`src/rtl/bcd_pkg.sv`:
```
// Shared definitions for the binary-to-BCD converter and its display consumers.
package bcd_pkg;

   // Converter sequencing states.
   typedef enum logic [1:0] {
      ST_IDLE  = 2'd0,
      ST_SHIFT = 2'd1,
      ST_LOAD  = 2'd2
   } state_t;

   // Width of one packed BCD digit.
   localparam int BCD_DIGIT_W = 4;

   // Digits at or above this value are corrected by +3 before each shift.
   localparam logic [BCD_DIGIT_W-1:0] ADD3_THRESH = 4'd5;

   // Digit code that 7-segment decoders render as an unlit digit (used on overflow).
   localparam logic [BCD_DIGIT_W-1:0] BLANK_DIGIT = 4'hF;

endpackage

```
`src/rtl/bin_to_bcd_seq_if.sv`:
```
// Start/busy/done handshake and data bus of the binary-to-BCD converter.
interface bin_to_bcd_seq_if #(
   parameter int WIDTH  = 8,
   parameter int DIGITS = 3
);
   logic                  start;
   logic [WIDTH-1:0]      bin;
   logic                  busy;
   logic                  done;
   logic [4*DIGITS-1:0]   bcd;
   logic                  ovf;

   // Requester side: issues conversions and consumes results.
   modport master (output start, output bin, input busy, input done, input bcd, input ovf);

   // Converter side.
   modport slave  (input start, input bin, output busy, output done, output bcd, output ovf);
endinterface

```
`src/rtl/bcd_add3.sv`:
```
// Double-dabble digit correction: a digit of 5..9 gets +3 so that the
// following left shift carries correctly into the next decimal digit.
module bcd_add3
   import bcd_pkg::*;
(
   input  logic [BCD_DIGIT_W-1:0] i_digit,
   output logic [BCD_DIGIT_W-1:0] o_digit
);

   assign o_digit = (i_digit >= ADD3_THRESH) ? (i_digit + 4'd3) : i_digit;

endmodule

```
`src/rtl/bin_to_bcd_seq.sv`:
```
// Sequential binary-to-BCD converter, one operand bit per clock (shift-and-add-3).
// Result and overflow flag are published only on completion, so the display
// side never sees partial digits.
module bin_to_bcd_seq
   import bcd_pkg::*;
#(
   parameter int WIDTH  = 8,
   parameter int DIGITS = 3
) (
   input  logic            Clock,
   input  logic            Resetn,
   bin_to_bcd_seq_if.slave bus
);

   localparam int CNT_W = $clog2(WIDTH + 1);
   localparam int SCR_W = BCD_DIGIT_W * DIGITS;
   localparam int CAT_W = SCR_W + WIDTH;

   state_t             r_state;
   state_t             w_state_next;
   logic [CNT_W-1:0]   r_cnt;
   logic [WIDTH-1:0]   r_shift;
   logic [SCR_W-1:0]   r_scratch;
   logic [SCR_W-1:0]   w_adj;
   logic [SCR_W-1:0]   r_bcd;
   logic               r_ovf_acc;
   logic               r_ovf;
   logic               r_done;
   logic [CAT_W-1:0]   w_cat;
   logic [CAT_W-1:0]   w_cat_shl;

   // Per-digit +3 correction of the scratch register ahead of the shift.
   generate
      for (genvar gi = 0; gi < DIGITS; gi++) begin : g_digit
         bcd_add3 u_add3 (
            .i_digit (r_scratch[gi*BCD_DIGIT_W +: BCD_DIGIT_W]),
            .o_digit (w_adj[gi*BCD_DIGIT_W +: BCD_DIGIT_W])
         );
      end
   endgenerate

   // The top bit of the corrected digits is what falls off the top digit
   // on this shift; it marks a value of 10^DIGITS or more.
   assign w_cat     = {w_adj, r_shift};
   assign w_cat_shl = {w_cat[CAT_W-2:0], 1'b0};

   assign bus.busy = (r_state != ST_IDLE);
   assign bus.done = r_done;
   assign bus.bcd  = r_bcd;
   assign bus.ovf  = r_ovf;

   // State register.
   always_ff @(posedge Clock or negedge Resetn) begin
      if (!Resetn) r_state <= ST_IDLE;
      else         r_state <= w_state_next;
   end

   // Next-state logic: accept in IDLE, shift WIDTH times, then one publish cycle.
   always_comb begin
      w_state_next = r_state;
      case (r_state)
         ST_IDLE:  if (bus.start) w_state_next = ST_SHIFT;
         ST_SHIFT: if (r_cnt == CNT_W'(1)) w_state_next = ST_LOAD;
         ST_LOAD:  w_state_next = ST_IDLE;
         default:  w_state_next = ST_IDLE;
      endcase
   end

   // Datapath: operand capture, shift/adjust steps, result publish and done pulse.
   always_ff @(posedge Clock or negedge Resetn) begin
      if (!Resetn) begin
         r_cnt     <= '0;
         r_shift   <= '0;
         r_scratch <= '0;
         r_ovf_acc <= 1'b0;
         r_bcd     <= '0;
         r_ovf     <= 1'b0;
         r_done    <= 1'b0;
      end else begin
         r_done <= (r_state == ST_LOAD);
         case (r_state)
            ST_IDLE: begin
               if (bus.start) begin
                  r_shift   <= bus.bin;
                  r_scratch <= '0;
                  r_ovf_acc <= 1'b0;
                  r_cnt     <= CNT_W'(WIDTH);
               end
            end
            ST_SHIFT: begin
               r_scratch <= w_cat_shl[CAT_W-1:WIDTH];
               r_shift   <= w_cat_shl[WIDTH-1:0];
               if (w_cat[CAT_W-1]) r_ovf_acc <= 1'b1;
               r_cnt     <= r_cnt - CNT_W'(1);
            end
            ST_LOAD: begin
               r_bcd <= r_scratch;
               r_ovf <= r_ovf_acc;
            end
            default: ;
         endcase
      end
   end

endmodule
```
`src/flat_wrapper.sv`:
```
// flat-port wrapper written by rule: the top's interface ports become plain ports
module bin_to_bcd_seq_flat import bcd_pkg::*;
#(
   parameter int WIDTH  = 8,
   parameter int DIGITS = 3
)
  (Clock, Resetn, bus_start, bus_bin, bus_busy, bus_done, bus_bcd, bus_ovf);
  bin_to_bcd_seq_if #(.WIDTH(WIDTH), .DIGITS(DIGITS)) bus_i ();
  input  logic Clock;
  input  logic Resetn;
  input wire logic [$bits(bus_i.start)-1:0] bus_start;
  input wire logic [$bits(bus_i.bin)-1:0] bus_bin;
  output wire logic [$bits(bus_i.busy)-1:0] bus_busy;
  output wire logic [$bits(bus_i.done)-1:0] bus_done;
  output wire logic [$bits(bus_i.bcd)-1:0] bus_bcd;
  output wire logic [$bits(bus_i.ovf)-1:0] bus_ovf;
  assign bus_i.start = bus_start;
  assign bus_i.bin = bus_bin;
  assign bus_busy = bus_i.busy;
  assign bus_done = bus_i.done;
  assign bus_bcd = bus_i.bcd;
  assign bus_ovf = bus_i.ovf;
  bin_to_bcd_seq #(.WIDTH(WIDTH), .DIGITS(DIGITS)) u_core (.Clock(Clock), .Resetn(Resetn), .bus(bus_i));
endmodule
```
`config.mk`:
```
export PLATFORM = sky130hd
export DESIGN_NAME = bin_to_bcd_seq_flat
export DESIGN_NICKNAME = d
export VERILOG_FILES = /design/src/rtl/bcd_pkg.sv /design/src/rtl/bin_to_bcd_seq_if.sv /design/src/rtl/bcd_add3.sv /design/src/rtl/bin_to_bcd_seq.sv /design/src/flat_wrapper.sv
export SDC_FILE = /design/constraint.sdc
export NUM_CORES = 1
export LEC_CHECK = 0
export ABC_AREA = 1
export BUFFER_PORTS_ARGS = -buffer_cell sky130_fd_sc_hd__buf_2
export CORE_MARGIN = 4
export CORE_UTILIZATION = 57
export CTS_CLUSTER_SIZE = 16
export DETAILED_ROUTE_END_ITERATION = 6
export PLACE_DENSITY = 0.86
export SLEW_MARGIN = 40
export SYNTH_ARGS = -nofsm -noshare
export SYNTH_HDL_FRONTEND = slang
export SYNTH_HIERARCHICAL = 1
export SYNTH_SLANG_ARGS = --single-unit
```
`constraint.sdc`:
```
create_clock -name Clock -period 1.6 [get_ports Clock]
set_clock_uncertainty 0.1 [all_clocks]
set_input_delay 0.16 -clock Clock [delete_from_list [all_inputs] [get_ports Clock]]
set_output_delay 0.16 -clock Clock [all_outputs]
set_load 0.01 [all_outputs]
```
==> results of run 1 <==
## cells in the final DEF (no fill, tap or decap)
cell type	count
dfrtp_2	2
ha_1	8
o21ai_0	9
nand2_1	124
clkinv_2	2
buf_2	25
clkbuf_4	5
inv_1	17
buf_4	4
dfrtp_1	39
inv_2	7
nand3_1	14
nor2_1	16
nand2_2	4
a21oi_2	3
o21ai_1	1
o21ai_2	3
o21ai_4	1
clkbuf_1	1
nor2_4	7
dlygate4sd3_1	9
## registers in the layout (all words and copies together) (netlist names)
signal            count
u_core/bus.bcd       12
u_core/r_scratch     12
u_core/r_shift        8
u_core/r_cnt          4
u_core/r_state        2
u_core/bus.done       1
u_core/bus.ovf        1
u_core/r_ovf_acc      1
## layer usage
metal | global-route usage, % | routed length, µm
met5 | 0 | 0
met2 | 35.1 | 2120
met3 | 6.24 | 231
met1 | 25.5 | 1830
met4 | 10.4 | 89
## worst max path at each step
stage / to / slack (ns) / cells after the start
final: u_core/r_scratch[10] / 0.15 / 8
after CTS: u_core/r_scratch[0] / 0.06 / 3
after global placement: u_core/r_shift[6] / 0.10 / 3
after detailed placement: u_core/r_scratch[0] / 0.08 / 3
after global routing: u_core/r_scratch[6] / 0.01 / 9
after floorplan: u_core/r_scratch[10] / 0.29 / 8
## Yosys cell counts
library cell / count
nand3_1: 14
nor2_4: 7
dfrtp_1: 41
o21ai_2: 4
buf_4: 5
o21ai_1: 1
buf_6: 1
nand2_1: 124
nor2_1: 16
o21ai_0: 9
ha_1: 8
nand2_2: 4
inv_2: 7
a21oi_2: 3
inv_1: 17
## per-stage QoR
step	total power [mW]	instance area, µm²
floorplan	3.13	2080
global placement	3.50	2240
detailed placement	3.61	2240
CTS	4.14	2380
global route	4.52	2390
finish	4.14	2390
## repair_timing
action | CTS | global route
setup buffers | 0 | 0
gates resized for setup | 0 | 2
setup endpoints to repair | 0 | 2
hold buffers | 9 | 0
hold endpoints to repair | 49 | 0
## cell families after synthesis
| family | synth area share (%) |
|---|---|
| AND/OR/NAND/NOR | 33.7 |
| flip-flops | 49.4 |
| buffers and inverters | 6.69 |
| AO/OA/AOI/OAI | 5.36 |
| adder cells (fa/ha/maj) | 4.82 |
## critical path, delay by kind of cell, from the launching register on
kind,cells,cell delay (ns)
AOI/OAI and AO/OA,1,0.05
adders and majority gates,1,0.24
buffers and inverters,1,0.14
DFF,1,0.45
and+or+nand+nor,5,0.43
## power by group through the flow
| stage | registers (mW) | clock network (mW) | logic, mW |
|---|---|---|---|
| after global placement | 1.74 | 0 | 1.76 |
| final | 1.74 | 0.507 | 1.88 |
| after CTS | 1.73 | 0.519 | 1.89 |
| after floorplan | 1.73 | 0 | 1.40 |
| after detailed placement | 1.75 | 0 | 1.86 |
| after global routing | 1.79 | 0.560 | 2.16 |
## layout make-up
class | count | share of cell area [%]
Multi-Input combinational cell | 190 | 38.4
Timing Repair Buffer | 38 | 10.3
Sequential cell | 41 | 43.0
Inverter | 24 | 3.77
Clock inverter | 2 | 0.419
Tap cell | 46 | 2.41
Clock buffer | 6 | 1.73
==> flow_summary.toml, run 1 <==
[status]
outcome = "completed"

[critical_path]
r2r-end = "u_core/r_scratch[10]"
rr_startpoint = "u_core/r_scratch[9]"
crit_fanout = 5
path_cells = "inv_1 -> ha_1 -> nor2_4 -> nor2_4 -> nand2_1 -> o21ai_2 -> nand2_1 -> nand2_1"
crit_start = "u_core/r_scratch[9]"
worst_ep_required_time_ns = 1.81
cp.arrival_ns = 1.65
ff2ff_setup_slack_ns = 0.15
cp_slowest_cell = "dfrtp_1"
startpoint_type = "flip-flop"
crit_path_max_incr_delay_ns = 0.45
crit_type = "flip-flop to flip-flop"
crit_path_end_kind = "flip-flop"
r2r_cells = 8
cpMostUsedCell = "nand2_1"

[timing]
rsz0062_at_grt = "false"
fmax_mhz = 692
drv_slew = 0
fin_ws_ns = 0.154
setup_tns_ns = 0
slew_headroom_pct = 62.8
period_minus_slack_ns = 1.45
holdWs_ns = 0.0412
finalHoldViolCount = 0
worst_pin_slew_ns = 0.556
fin_crit_sh_pct = 90.4
setup_violations = 0

[hold_path]
whs_path_depth = 3
hp-class = "input port to flip-flop"
min_to = "u_core/r_state[0]"
min_from = "bus_start"

[placement]
dp_cells = 330
pre_cts_ws_ns = 0.0765
port-buffer-count = 25
post-dp-hpwl_mm = 2.88
gp_congestion = 0.929

[layout]
stdcell_count = 347
seq_area_mm2 = 0.00103
final_util_pct = 70.0
fin_nets = 319
multi_input_area_um2 = 918
diodes = 0
syn_to_final_growth_pct = 15.2
fillers = 272
drive_gt1_share_pct = 20.9

[logic_synthesis]
syn_inst = 261
synthTopCellsByArea = "dfrtp_1 (49%), nand2_1 (22%), ha_1 (4.8%)"
synthDistinctLibCells = 15
ys_seq_area_share_pct = 49.4
yosysWarnings = 6
ys_ff_latch = 41
yosysTopAreaCellShare_pct = 49.4
synth_nets = 280
synth_top_cell_by_area = "dfrtp_1"
avgSynthCellArea_um2 = 7.95
synthesis.area_mm2 = 0.00208

[routing]
drt-total-wl_mm = 4.27
drt_first_iter_violations = 107
vias = 1732
dr.pass1.iters = 4
drc = 0
viasPerCell = 4.99
wire_per_inst_um = 12.3
postRouteAntennaNets = 0

[floorplan]
dieArea_mm2 = 0.00467
core_mm2 = 0.00342
die_w_um = 68.3
rows = 21
die_h_um = 68.3
start_util_pct = 60.8
pin_count = 26

[power_and_ir_drop]
power.share.sequential_pct = 42.2
netSwitchingFraction_pct = 44.4
ir_worst_vdd_mv = 0.881
power.switching_mw = 1.84
p_int_mw = 2.30
p_clk_share_pct = 12.3
p_leak_nw = 1.32
power_density_mw_per_mm2 = 1730
p_comb_share_pct = 45.6

[grt]
antenna_found_initial = 0
grt_pass1_wl_mm = 7.31
grt_pass1_vias = 1684
grt_max_degree = 42
grtUsageTotal_pct = 21.4
grt_overflow = 0

[job]
maxCapViolCount = 0

[clock_tree]
cts_buffers = 5
cts_buffer_depth = 2
cts_tree = "done"
cts_root_buf = "clkbuf_4"
cts.reportedPaths.clkPinSlew_ns = 0.12
insertion_delay_ns = 0.36
cts_htree_levels = 2
cts.sinks = 41
No activity file was read; power rests on OpenSTA's default activity.
==> run 2: changes to the inputs <==
- CELL_PAD_IN_SITES_DETAIL_PLACEMENT: not set -> 0
- CELL_PAD_IN_SITES_GLOBAL_PLACEMENT: not set -> 1
- CORE_UTILIZATION: 57 -> 42
- PLACE_DENSITY: 0.86 -> 0.85
==> run 2 against run 1 <==
  * Worst setup slack better by 0.0053 ns
  * Sequential power hardly changed
  * Register-to-register slack hardly changed
  * Sequential share of layout area is 2.3 points lower
  * Core utilization is 17 points lower
  * Flip-flop and latch count stayed put
  * Critical endpoint is now u_core/r_scratch[2]
  * Global-route usage is 7.4 points lower
==> flow_summary.toml, run 2 (same netlist as run 1, synthesis figures left out) <==
[status]
outcome = "completed"

[timing]
slew_headroom_pct = 68.8
finalHoldViolCount = 0
setup_violations = 0
worst_pin_slew_ns = 0.467
period_minus_slack_ns = 1.44
rsz0062_at_grt = "false"
fmax_mhz = 694
setup_tns_ns = 0
fin_crit_sh_pct = 90.0
drv_slew = 0
holdWs_ns = 0.114
fin_ws_ns = 0.159

[critical_path]
cp-endpoint = "u_core/r_scratch[2]"
path_depth = 8
crit_start = "u_core/r_scratch[0]"
crit_path_max_incr_delay_ns = 0.44
cpMostUsedCell = "nand2_1"
worst_ep_required_time_ns = 1.68
crit_fanout = 6
startpoint_type = "flip-flop"
r2r_cells = 8
r2r-end = "u_core/r_scratch[2]"
cp_slowest_cell = "dfrtp_1"
rr_startpoint = "u_core/r_scratch[0]"
ff2ff_setup_slack_ns = 0.16
critPathBufInv = 1
crit_path_end_kind = "flip-flop"
path_cells = "inv_1 -> ha_1 -> nor2_4 -> nor2_4 -> nand2_1 -> o21ai_2 -> nand2_1 -> nand2_1"
cp.arrival_ns = 1.52
crit_type = "flip-flop to flip-flop"
path_delay_family = "flip-flops"

[power_and_ir_drop]
ir_worst_vdd_mv = 0.836
p_int_mw = 2.60
power.share.sequential_pct = 39.0
netSwitchingFraction_pct = 40.9
power.switching_mw = 1.79
p_leak_nw = 1.38
power_density_mw_per_mm2 = 1740
p_clk_share_pct = 16.7
p_comb_share_pct = 44.4
totalPowerFinal_mw = 4.39

[clock_tree]
cts_resized = 0
cts_root_buf = "clkbuf_8"
cts_buffers = 5
cts.sinks = 41
post_cts_buffers = 0
cts.reportedPaths.clkPinSlew_ns = 0.08
cts_htree_levels = 2
holdBufCountCts = 9
cts_buffer_depth = 2
insertion_delay_ns = 0.29
cts_tree = "done"

[hold_path]
hp-class = "input port to flip-flop"

[layout]
fin_nets = 324
diodes = 0
drive_gt1_share_pct = 21.9
final_common_cell = "nand2_1"
syn_to_final_growth_pct = 21.4
final_area_mm2 = 0.00252
most-common-layout-cells = "nand2_1 (124), dfrtp_1 (41), buf_2 (25), inv_1 (17), nor2_1 (16)"

[grt]
grt_overflow = 0
grt_pass1_vias = 1537
grtUsageTotal_pct = 13.9
grt_max_degree = 21
grt_pass1_wl_mm = 6.92
antenna_found_initial = 0

[placement]
port-buffer-count = 25
dpl-instance-area_mm2 = 0.00233
gp_congestion = 0.866
pre_cts_ws_ns = 0.169
post-dp-hpwl_mm = 2.94

[floorplan]
start_util_pct = 43.7
die_h_um = 78.3
die_w_um = 78.3
rows = 25
pin_count = 26
core_mm2 = 0.00475
dieArea_mm2 = 0.00613

[routing]
viasPerCell = 4.47
wire_per_inst_um = 10.7
postRouteAntennaNets = 0
drt_first_iter_violations = 92
drc = 0
dr.pass1.iters = 4
drt-total-wl_mm = 3.99
vias = 1669

[job]
maxCapViolCount = 0
==> run 2: cell count changes in the layout (fill, tap and decap cells not counted), moves of 2 or more <==
cell	change
clkbuf_8	+7
dfrtp_1	+2
clkbuf_4	-5
buf_12	+2
buf_4	+3
dfrtp_2	-2
==> run 2: final cells by class <==
class	count	area, µm²
fill	486	2230
sequential	41	1030
multi-input combinational	190	911
timing repair buffer	43	308
clock buffer	7	96.3
inverter	24	90.1
tap	67	83.8
clock inverter	1	5.00
==> run 2: routing by layer <==
metal	up-vias	share of wire [%]	global-route usage, %
li1	884	-	-
met2	34	44	21.5
met3	5	4.5	3.10
met4	0	0.70	3.15
met5	-	0	0
met1	746	51	20.0
==> run 2: metrics by stage <==
step                      std cells  util (%)
final                           373      53.0
after global routing            373      53.0
after CTS                       373      53.0
after detailed placement        356      49.0
after global placement          356      49.0
after floorplan                 261         -
==> run 2: worst min path at each step <==
stage / startpoint / endpoint / slack [ns] / cells after the start
final: bus_start / u_core/r_state[0] / 0.11 / 3
after floorplan: Resetn / u_core/bus.bcd[0] / -0.24 / 0
after CTS: bus_start / u_core/r_state[0] / 0.11 / 3
after global routing: bus_start / u_core/r_state[0] / 0.12 / 3
after detailed placement: Resetn / u_core/r_scratch[10] / -0.04 / 1
after global placement: Resetn / u_core/bus.bcd[10] / -0.04 / 1
==> run 2: worst register-to-register path, delay by kind of cell, from the launching register on <==
kind,cells,cell delay [ns]
buffers and inverters,1,0.10
DFF,1,0.44
AOI/OAI and AO/OA,1,0.05
adders and majority gates,1,0.25
and+or+nand+nor,5,0.41
==> run 2: power by group through the flow <==
stage	sequential (mW)	combinational (mW)	clock, mW
after floorplan	1.73	1.40	0
after global placement	1.72	1.92	0
after detailed placement	1.72	1.96	0
after CTS	1.71	1.98	0.752
after global routing	1.77	2.22	0.799
final	1.71	1.95	0.732
==> run 3: changes to the inputs <==
- CELL_PAD_IN_SITES_DETAIL_PLACEMENT: 0 -> not set
- CELL_PAD_IN_SITES_GLOBAL_PLACEMENT: 1 -> not set
- CORE_ASPECT_RATIO: not set -> 1.1
- CORE_UTILIZATION: 42 -> 57
- PLACE_DENSITY: 0.85 -> 0.86
- SETUP_SLACK_MARGIN: not set -> 0.02
==> run 3 against run 2 <==
  * Worst setup slack got worse by 0.014 ns
  * First-iteration DRC count increased by 42%
  * Cell area decreased by 2.8%
  * Critical path depth decreased by 4
  * Register-to-register slack about the same
  * Die area decreased by 24%
  * Maximum frequency decreased by 0.98%
  * Highest routed layer unchanged
  * Combinational power decreased by 4%
  * Via count increased by 1.9%
  * Hold slack got worse by 0.025 ns
==> flow_summary.toml, run 3 (same netlist as run 1, synthesis figures left out) <==
[power_and_ir_drop]
ir_worst_vdd_mv = 0.866
p_clk_share_pct = 18.2
netSwitchingFraction_pct = 40.6
power_density_mw_per_mm2 = 1800
p_int_mw = 2.62
power.share.sequential_pct = 39.4
p_leak_nw = 1.34
power.switching_mw = 1.79
p_comb_share_pct = 42.4

[timing]
setup_violations = 0
setup_tns_ns = 0
fin_ws_ns = 0.145
worst_pin_slew_ns = 0.551
fin_crit_sh_pct = 90.9
period_minus_slack_ns = 1.45
fmax_mhz = 687
rsz0062_at_grt = "false"
slew_headroom_pct = 63.1
drv_slew = 0
finalHoldViolCount = 0

[clock_tree]
cts_buffer_depth = 2
cts_root_buf = "clkbuf_4"
cts_buffers = 5
insertion_delay_ns = 0.34
cts.sinks = 41
cts_htree_levels = 2
cts.reportedPaths.clkPinSlew_ns = 0.11
cts_tree = "done"

[routing]
drc = 0
postRouteAntennaNets = 0
drt_first_iter_violations = 131
vias = 1701
drt-total-wl_mm = 3.93
dr.pass1.iters = 4
viasPerCell = 4.89
wire_per_inst_um = 11.3

[floorplan]
dieArea_mm2 = 0.00467
rows = 22
pin_count = 26
die_h_um = 71.3
start_util_pct = 60.8
core_mm2 = 0.00341
die_w_um = 65.5

[critical_path]
cp.arrival_ns = 1.19
startpoint_type = "flip-flop"
crit_type = "flip-flop to output port"
worst_ep_required_time_ns = 1.34
crit_fanout = 3
crit_path_end_kind = "output port"

[grt]
grt_max_degree = 25
grtUsageTotal_pct = 18.8
grt_pass1_wl_mm = 6.84
antenna_found_initial = 0
grt_pass1_vias = 1604
grt_overflow = 0

[status]
outcome = "completed"

[layout]
fillers = 281
most-common-layout-cells = "nand2_1 (124), dfrtp_1 (40), buf_2 (25), inv_1 (17), nor2_1 (16)"
diodes = 0
final_util_pct = 71.7
drive_gt1_share_pct = 20.7
fin_nets = 318
final_area_mm2 = 0.00245
final_common_cell = "nand2_1"
syn_to_final_growth_pct = 18.0

[placement]
gp_congestion = 0.837
post-dp-hpwl_mm = 2.71
pre_cts_ws_ns = 0.123
dpl-instance-area_mm2 = 0.00225
port-buffer-count = 25

[hold_path]
hp-class = "input port to flip-flop"

[job]
maxCapViolCount = 0
## run 3: changes by cell type in the layout (fill, tap and decap cells not counted), sizes merged
cell / delta
buf: -6
bufinv: +2
clkbuf: -2
## run 3: critical path, cell delays in order (launching register included)
cell	delay (ns)
dfrtp_1	0.43
buf_4	0.16
nor2_1	0.11
inv_1	0.04
buf_2	0.13
## run 3: final cells by class
class,count,area [µm²],share of cell area [%]
clock buffers,5,37.5,1.53
well taps,48,60.1,2.45
flip-flops and latches,41,1030,42.0
inverters,24,90.1,3.68
multi-input cells,190,918,37.5
clock inverters,3,65.1,2.66
repair buffers,37,250,10.2
## run 3: final timing paths
check,cells after the start,to,from,slack (ns)
worst min register to register,2,u_core/bus.bcd[1],u_core/bus.bcd[1],0.38
worst max-delay path,4,bus_busy,u_core/r_state[0],0.15
min in group asynchronous,2,u_core/r_scratch[11],Resetn,0.17
worst min-delay path,3,u_core/r_state[0],bus_start,0.09
worst max register to register,8,u_core/r_scratch[1],u_core/r_scratch[0],0.15
max in group asynchronous,3,u_core/r_scratch[4],Resetn,0.75
## run 3: per-stage QoR
| step | power, mW | hold WS, ns | instances |
|---|---|---|---|
| after global routing | 4.80 | 0.0900 | 348 |
| after CTS | 4.43 | 0.0549 | 348 |
| after detailed placement | 3.58 | 0.0197 | 331 |
| after floorplan | 3.13 | -0.236 | 261 |
| after global placement | 3.51 | 0.0277 | 331 |
| final | 4.41 | 0.0884 | 348 |
## run 3: metal layers
layer | routed length [µm] | vias to the layer above | share of wire, % | GRT usage [%]
met4 | 48 | 0 | 1.2 | 6.22
li1 | - | 872 | - | -
met5 | 0 | - | 0 | 0
met3 | 197 | 6 | 5.0 | 3.76
met2 | 2010 | 48 | 51 | 35.1
met1 | 1670 | 775 | 43 | 20.9
## run 3: timing repair
action	4_1_cts	5_1_grt
endpoints found under the hold margin	49	0
setup endpoints to repair	0	1
hold buffers	9	0
resized for setup	0	1
buffers inserted	0	0
## run 3: power by group through the flow
stage	Combinational, mW	Sequential (mW)	Clock, mW
after global routing	2.14	1.79	0.870
after floorplan	1.40	1.73	0
after CTS	1.87	1.73	0.826
final	1.87	1.74	0.803
after global placement	1.77	1.74	0
after detailed placement	1.83	1.75	0
